[config.mk]
export PLATFORM = sky130hd
export DESIGN_NAME = vector_fetch_engine
export DESIGN_NICKNAME = d
export VERILOG_FILES = /design/src/rtl/vector_fetch_engine.sv
export SDC_FILE = /design/constraint.sdc
export NUM_CORES = 1
export LEC_CHECK = 0
export CORE_ASPECT_RATIO = 0.5
export CORE_UTILIZATION = 50
export CTS_CLUSTER_DIAMETER = 80
export DETAILED_ROUTE_END_ITERATION = 16
export GPL_ROUTABILITY_DRIVEN = 0
export PLACE_DENSITY = 0.82
export SETUP_SLACK_MARGIN = 0.5
export SKIP_LAST_GASP = 1
export SLEW_MARGIN = 20
export SYNTH_ARGS = -nofsm -noshare
export SYNTH_HDL_FRONTEND = slang
export SYNTH_SLANG_ARGS = --single-unit
[constraint.sdc]
create_clock -name clk -period 6.75 [get_ports clk]
set_input_delay 1.35 -clock clk [delete_from_list [all_inputs] [get_ports clk]]
set_output_delay 1.35 -clock clk [all_outputs]
set_load 0.02 [all_outputs]
[src/rtl/vector_fetch_engine.sv]
// Strided vector fetch: issues one element read per cycle, collects the returns
// from a pipelined RAM into a flattened vector and offers it over valid/ready.
module vector_fetch_engine #(
  parameter int ELEMENT_WIDTH = 24,
  parameter int ADDR_WIDTH    = 17,
  parameter int MAX_DIMENSION = 8,
  parameter int MEM_LATENCY   = 1,
  parameter int STRIDE_WIDTH  = 8,
  parameter int DIM_WIDTH     = $clog2(MAX_DIMENSION + 1)
) (
  input  logic                                   clk,
  input  logic                                   reset,
  input  logic                                   start,
  input  logic [ADDR_WIDTH-1:0]                  base_addr,
  input  logic [STRIDE_WIDTH-1:0]                stride,
  input  logic [DIM_WIDTH-1:0]                   dimension,
  input  logic [ELEMENT_WIDTH-1:0]               element_in,
  input  logic                                   vector_ready,
  output logic [ADDR_WIDTH-1:0]                  addr,
  output logic                                   rd_en,
  output logic [ELEMENT_WIDTH*MAX_DIMENSION-1:0] vector,
  output logic                                   vector_valid,
  output logic                                   busy,
  output logic                                   error
);

  typedef enum logic [1:0] {IDLE, ISSUE, DRAIN, HOLD} state_t;

  state_t                  state;
  logic [STRIDE_WIDTH-1:0] stride_q;
  logic [DIM_WIDTH-1:0]    dim_q;
  logic [DIM_WIDTH-1:0]    issue_cnt;
  logic [DIM_WIDTH-1:0]    cap_cnt;
  logic [MEM_LATENCY-1:0]  rd_pipe;

  logic                    cap_fire;
  logic [DIM_WIDTH-1:0]    cap_cnt_nxt;
  logic                    cap_done;
  logic                    dim_ok;

  // Address step wraps modulo 2^ADDR_WIDTH; stride is zero-extended.
  function automatic logic [ADDR_WIDTH-1:0] next_addr(input logic [ADDR_WIDTH-1:0] a,
                                                      input logic [STRIDE_WIDTH-1:0] s);
    return a + ADDR_WIDTH'(s);
  endfunction

  always_comb begin
    cap_fire    = rd_pipe[MEM_LATENCY-1];
    cap_cnt_nxt = cap_cnt + DIM_WIDTH'(cap_fire);
    cap_done    = (cap_cnt_nxt == dim_q);
    dim_ok      = (dimension != '0) && (dimension <= DIM_WIDTH'(MAX_DIMENSION));
  end

  always_ff @(posedge clk or negedge reset) begin
    if (!reset) begin
      state        <= IDLE;
      stride_q     <= '0;
      dim_q        <= '0;
      issue_cnt    <= '0;
      cap_cnt      <= '0;
      rd_pipe      <= '0;
      addr         <= '0;
      rd_en        <= 1'b0;
      vector       <= '0;
      vector_valid <= 1'b0;
      busy         <= 1'b0;
      error        <= 1'b0;
    end else begin
      error   <= 1'b0;
      // rd_pipe mirrors the RAM latency so its tail marks a valid element_in.
      rd_pipe <= (rd_pipe << 1) | MEM_LATENCY'(rd_en);

      if (cap_fire) begin
        for (int i = 0; i < MAX_DIMENSION; i++) begin
          if (cap_cnt == DIM_WIDTH'(i)) vector[i*ELEMENT_WIDTH +: ELEMENT_WIDTH] <= element_in;
        end
        cap_cnt <= cap_cnt_nxt;
      end

      case (state)
        IDLE: begin
          if (start) begin
            if (dim_ok) begin
              stride_q  <= stride;
              dim_q     <= dimension;
              addr      <= base_addr;
              rd_en     <= 1'b1;
              issue_cnt <= DIM_WIDTH'(1);
              cap_cnt   <= '0;
              vector    <= '0;
              busy      <= 1'b1;
              state     <= ISSUE;
            end else begin
              error <= 1'b1;
            end
          end
        end
        ISSUE: begin
          if (issue_cnt == dim_q) begin
            rd_en <= 1'b0;
            if (cap_done) begin
              vector_valid <= 1'b1;
              state        <= HOLD;
            end else begin
              state <= DRAIN;
            end
          end else begin
            addr      <= next_addr(addr, stride_q);
            issue_cnt <= issue_cnt + DIM_WIDTH'(1);
          end
        end
        DRAIN: begin
          if (cap_done) begin
            vector_valid <= 1'b1;
            state        <= HOLD;
          end
        end
        HOLD: begin
          if (vector_ready) begin
            vector_valid <= 1'b0;
            busy         <= 1'b0;
            state        <= IDLE;
          end
        end
        default: state <= IDLE;
      endcase
    end
  end

endmodule

==> flow_summary.ini <==
[critical_path]
worstReg2RegStart = state[0]$_DFFE_PN0P_
arrival_ns = 4.71
cpPeakStageDelay_ns = 0.75
cp_slowest_cell = buf_4
path_cells = clkdlybuf4s50_1 > nor3_2 > mux2i_4 > buf_6 > buf_4 > a21oi_1
worst-r2r-setup-slack_ns = 3.13
start_kind = input pin
worstSetupEndpointType = flip-flop
required_ns = 7.10
startpoint = dimension[1]
critPathKind = in2reg
r2r_end = vector[147]$_DFF_PN0_
cp_max_fo = 121
ff2ff_path_depth = 7

[cells_and_area]
final_cell_mix = nand2_1, clkdlybuf4s50_1, dfrtp_1, a21oi_1, clkbuf_16
syn_to_final_growth_pct = 33.5
seqCellArea_sq_um = 5910
nFillCells = 1478
drive_above_1_share_pct = 4.47
layout.nets = 1446
multi_input_area_sq_um = 4040
final_common_cell = nand2_1
diodes = 0

[synthesis]
synthTopCellsByArea = dfrtp_1, nand2_1, a21oi_1
ys_warn_count = 0
synth_top_area_share_pct = 57.0
synthFlopType = dfrtp_1
synth-edff-count = 0
synthSimpleGateAreaFrac_pct = 20.2
ys_seq_area_share_pct = 57.0
ys_ff_latch = 236
synthArstFlopShare_pct = 100
synth-compound-area-share_pct = 14.2
ys_types = 51
netlist_area_sq_um = 10400
synth_fa_ha_area_share_pct = 2.01
synth-xor-area-share_pct = 1.52
yosysTopAreaCell = dfrtp_1
synth_area_per_cell_sq_um = 8.89
syn_inst = 1165
synth_nets = 1238
synth_top_family_by_area = simple AND/OR/NAND/NOR gates
synth.area.mux_share_pct = 0.798

[timing]
period_needed_ns = 4.36
hold_viol = 0
worst_slack_ns = 2.39
slew_viol_final = 0
tightest_slew_ns = 1.04
finClkSkew_ns = 0.00762
period_share_pct = 64.6
max_slew_margin_pct = 30.5
fmax_mhz = 230
tns_ns = 0
grt_setup_unrepaired = false
setup_viol_count_final = 0

[global_route]
antenna_found_initial = 0
grt_max_degree = 126
grt_usage_pct = 28.9
grt_pass1_vias = 9170
grt_remaining_overflow = 0
grt_pass1_wl_mm = 48.9

[clocking]
cts_sinks = 236
insertion_delay_ns = 0.51
holdBufCountCts = 0
ctsResizeCount = 0
tritoncts = built
post_cts_buffers = 0
clk_pin_slew_ns = 0.07
htree_num_levels = 1
root_buffer = clkbuf_16
cts_buffers = 22
cts_buffer_depth = 3

[floorplan]
fp.dieH_um = 104
initial_core_util_pct = 52.1
pin_count = 270
die_w_um = 206
core_area_sq_um = 19900
die_area_sq_um = 21300
rows = 36

[routing]
vias = 9303
dr.first_iter.drc_count = 699
met2_length_mm = 14.8
routedWlPerCell_um = 18.5
drt_wl_total_mm = 30.6
first_pass_iters = 5
wl_met1_mm = 12.6
via_per_inst = 5.62
dr_wl_met3_mm = 1.99
drtAntennaViolNets = 0
post-route-drc-count = 0
highest-signal-layer = met4

[status]
status = complete, no violations

[power]
power.density_nw_per_um2 = 517
peakVddDrop_mv = 0.284
p_leak_nw = 6.02

[min_path]
hp-class = reg2reg
min_to = cap_fire$_DFF_PN0_
min_path_cells = 0
hold_path_startpoint = rd_en$_DFFE_PN0P_

[place]
dp_worst_setup_slack_ns = 1.69
port_buffers = 269
dpl.hpwl_mm = 21.1

[run]
drv_cap = 0
[state kept, by name (all words and copies together), names as in the netlist]
name and cells:
cap_fire 1, vector_valid 1, stride_q 8, error 1
rd_en 1, issue_cnt 4, cap_cnt 4, busy 1
state 2, vector 192, dim_q 4, addr 17
[power by group]
| part | total, mW | leakage [nW] | internal, mW | switching, mW |
|---|---|---|---|---|
| Sequential | 2.40 | 3.05 | 1.99 | 0.418 |
| Combinational | 3.47 | 2.61 | 1.51 | 1.96 |
| Clock | 1.27 | 0.359 | 0.725 | 0.547 |
| Total | 7.15 | 6.02 | 4.23 | 2.92 |
[worst max path at each step]
stage,end,slack [ns],depth (start not counted)
5_1_grt,vector[159]$_DFF_PN0_,2.23,6
2_1_floorplan,addr[14]$_DFFE_PN0P_,3.87,6
4_1_cts,vector[147]$_DFF_PN0_,2.21,6
3_3_place_gp,vector[15]$_DFF_PN0_,1.84,6
3_5_place_dp,vector[147]$_DFF_PN0_,1.69,6
6_report,vector[147]$_DFF_PN0_,2.39,6
[worst max-delay path: cells and delay by family]
kind	cells	cell delay, ns
buffers and inverters	3	1.87
AO/OA/AOI/OAI	1	0.11
AND/OR/NAND/NOR	1	0.49
multiplexers	1	0.65
[cell usage after synthesis, types with 2 or more instances]
master / number
mux2_2: 2
a211oi_1: 6
ha_1: 15
nand3b_1: 6
buf_2: 14
mux2i_1: 6
inv_1: 9
a2bb2oi_1: 5
clkbuf_2: 20
a21oi_1: 211
nand3_1: 9
nor3_1: 5
nor4_4: 2
nor2b_1: 4
nor3b_1: 2
a21o_1: 4
a311oi_1: 3
or3_1: 2
o21ai_0: 16
xor2_1: 10
o221a_2: 2
and3b_1: 2
dfrtp_1: 236
buf_1: 2
o22ai_1: 4
nor2_1: 18
nand2_1: 454
clkbuf_1: 59
a22o_1: 3
o21bai_1: 2
and2_1: 3
xnor2_1: 8
and3_1: 3
[cell families (layout without fill, tap and decap cells)]
family | count (synthesis) | in the layout
XOR/XNOR | 18 | 18
AND/OR/NAND/NOR | 517 | 517
multiplexers | 8 | 8
AO/OA/AOI/OAI | 266 | 266
flip-flops | 236 | 236
adder cells (fa/ha/maj) | 16 | 16
buffers and inverters | 104 | 327
[layout make-up]
cell class	count	area share, %
clock buffer	29	4.47
clock inverter	10	0.797
tap	266	2.41
timing repair buffer	279	20.1
sequential	236	42.7
inverter	9	0.244
multi-input combinational	825	29.3
[per-stage QoR]
step           util (%)  power (mW)  hold WS, ns  cell area, sq um  instances
2_1_floorplan         -        4.36        0.449             10400       1165
3_3_place_gp       65.9        5.74        0.453             13100       1615
3_5_place_dp       65.9        5.88        0.456             13100       1615
4_1_cts            69.6        7.17        0.471             13800       1654
5_1_grt            69.6        7.56        0.483             13800       1654
6_report           69.6        7.15        0.467             13800       1654
[routing by layer]
metal  vias to the layer above  track usage, %
li1                       4230               -
met1                      4610            39.6
met2                       383            46.4
met3                        80            4.28
met4                         0            11.6
met5                         -               0
(Power assumes the default switching activity.)
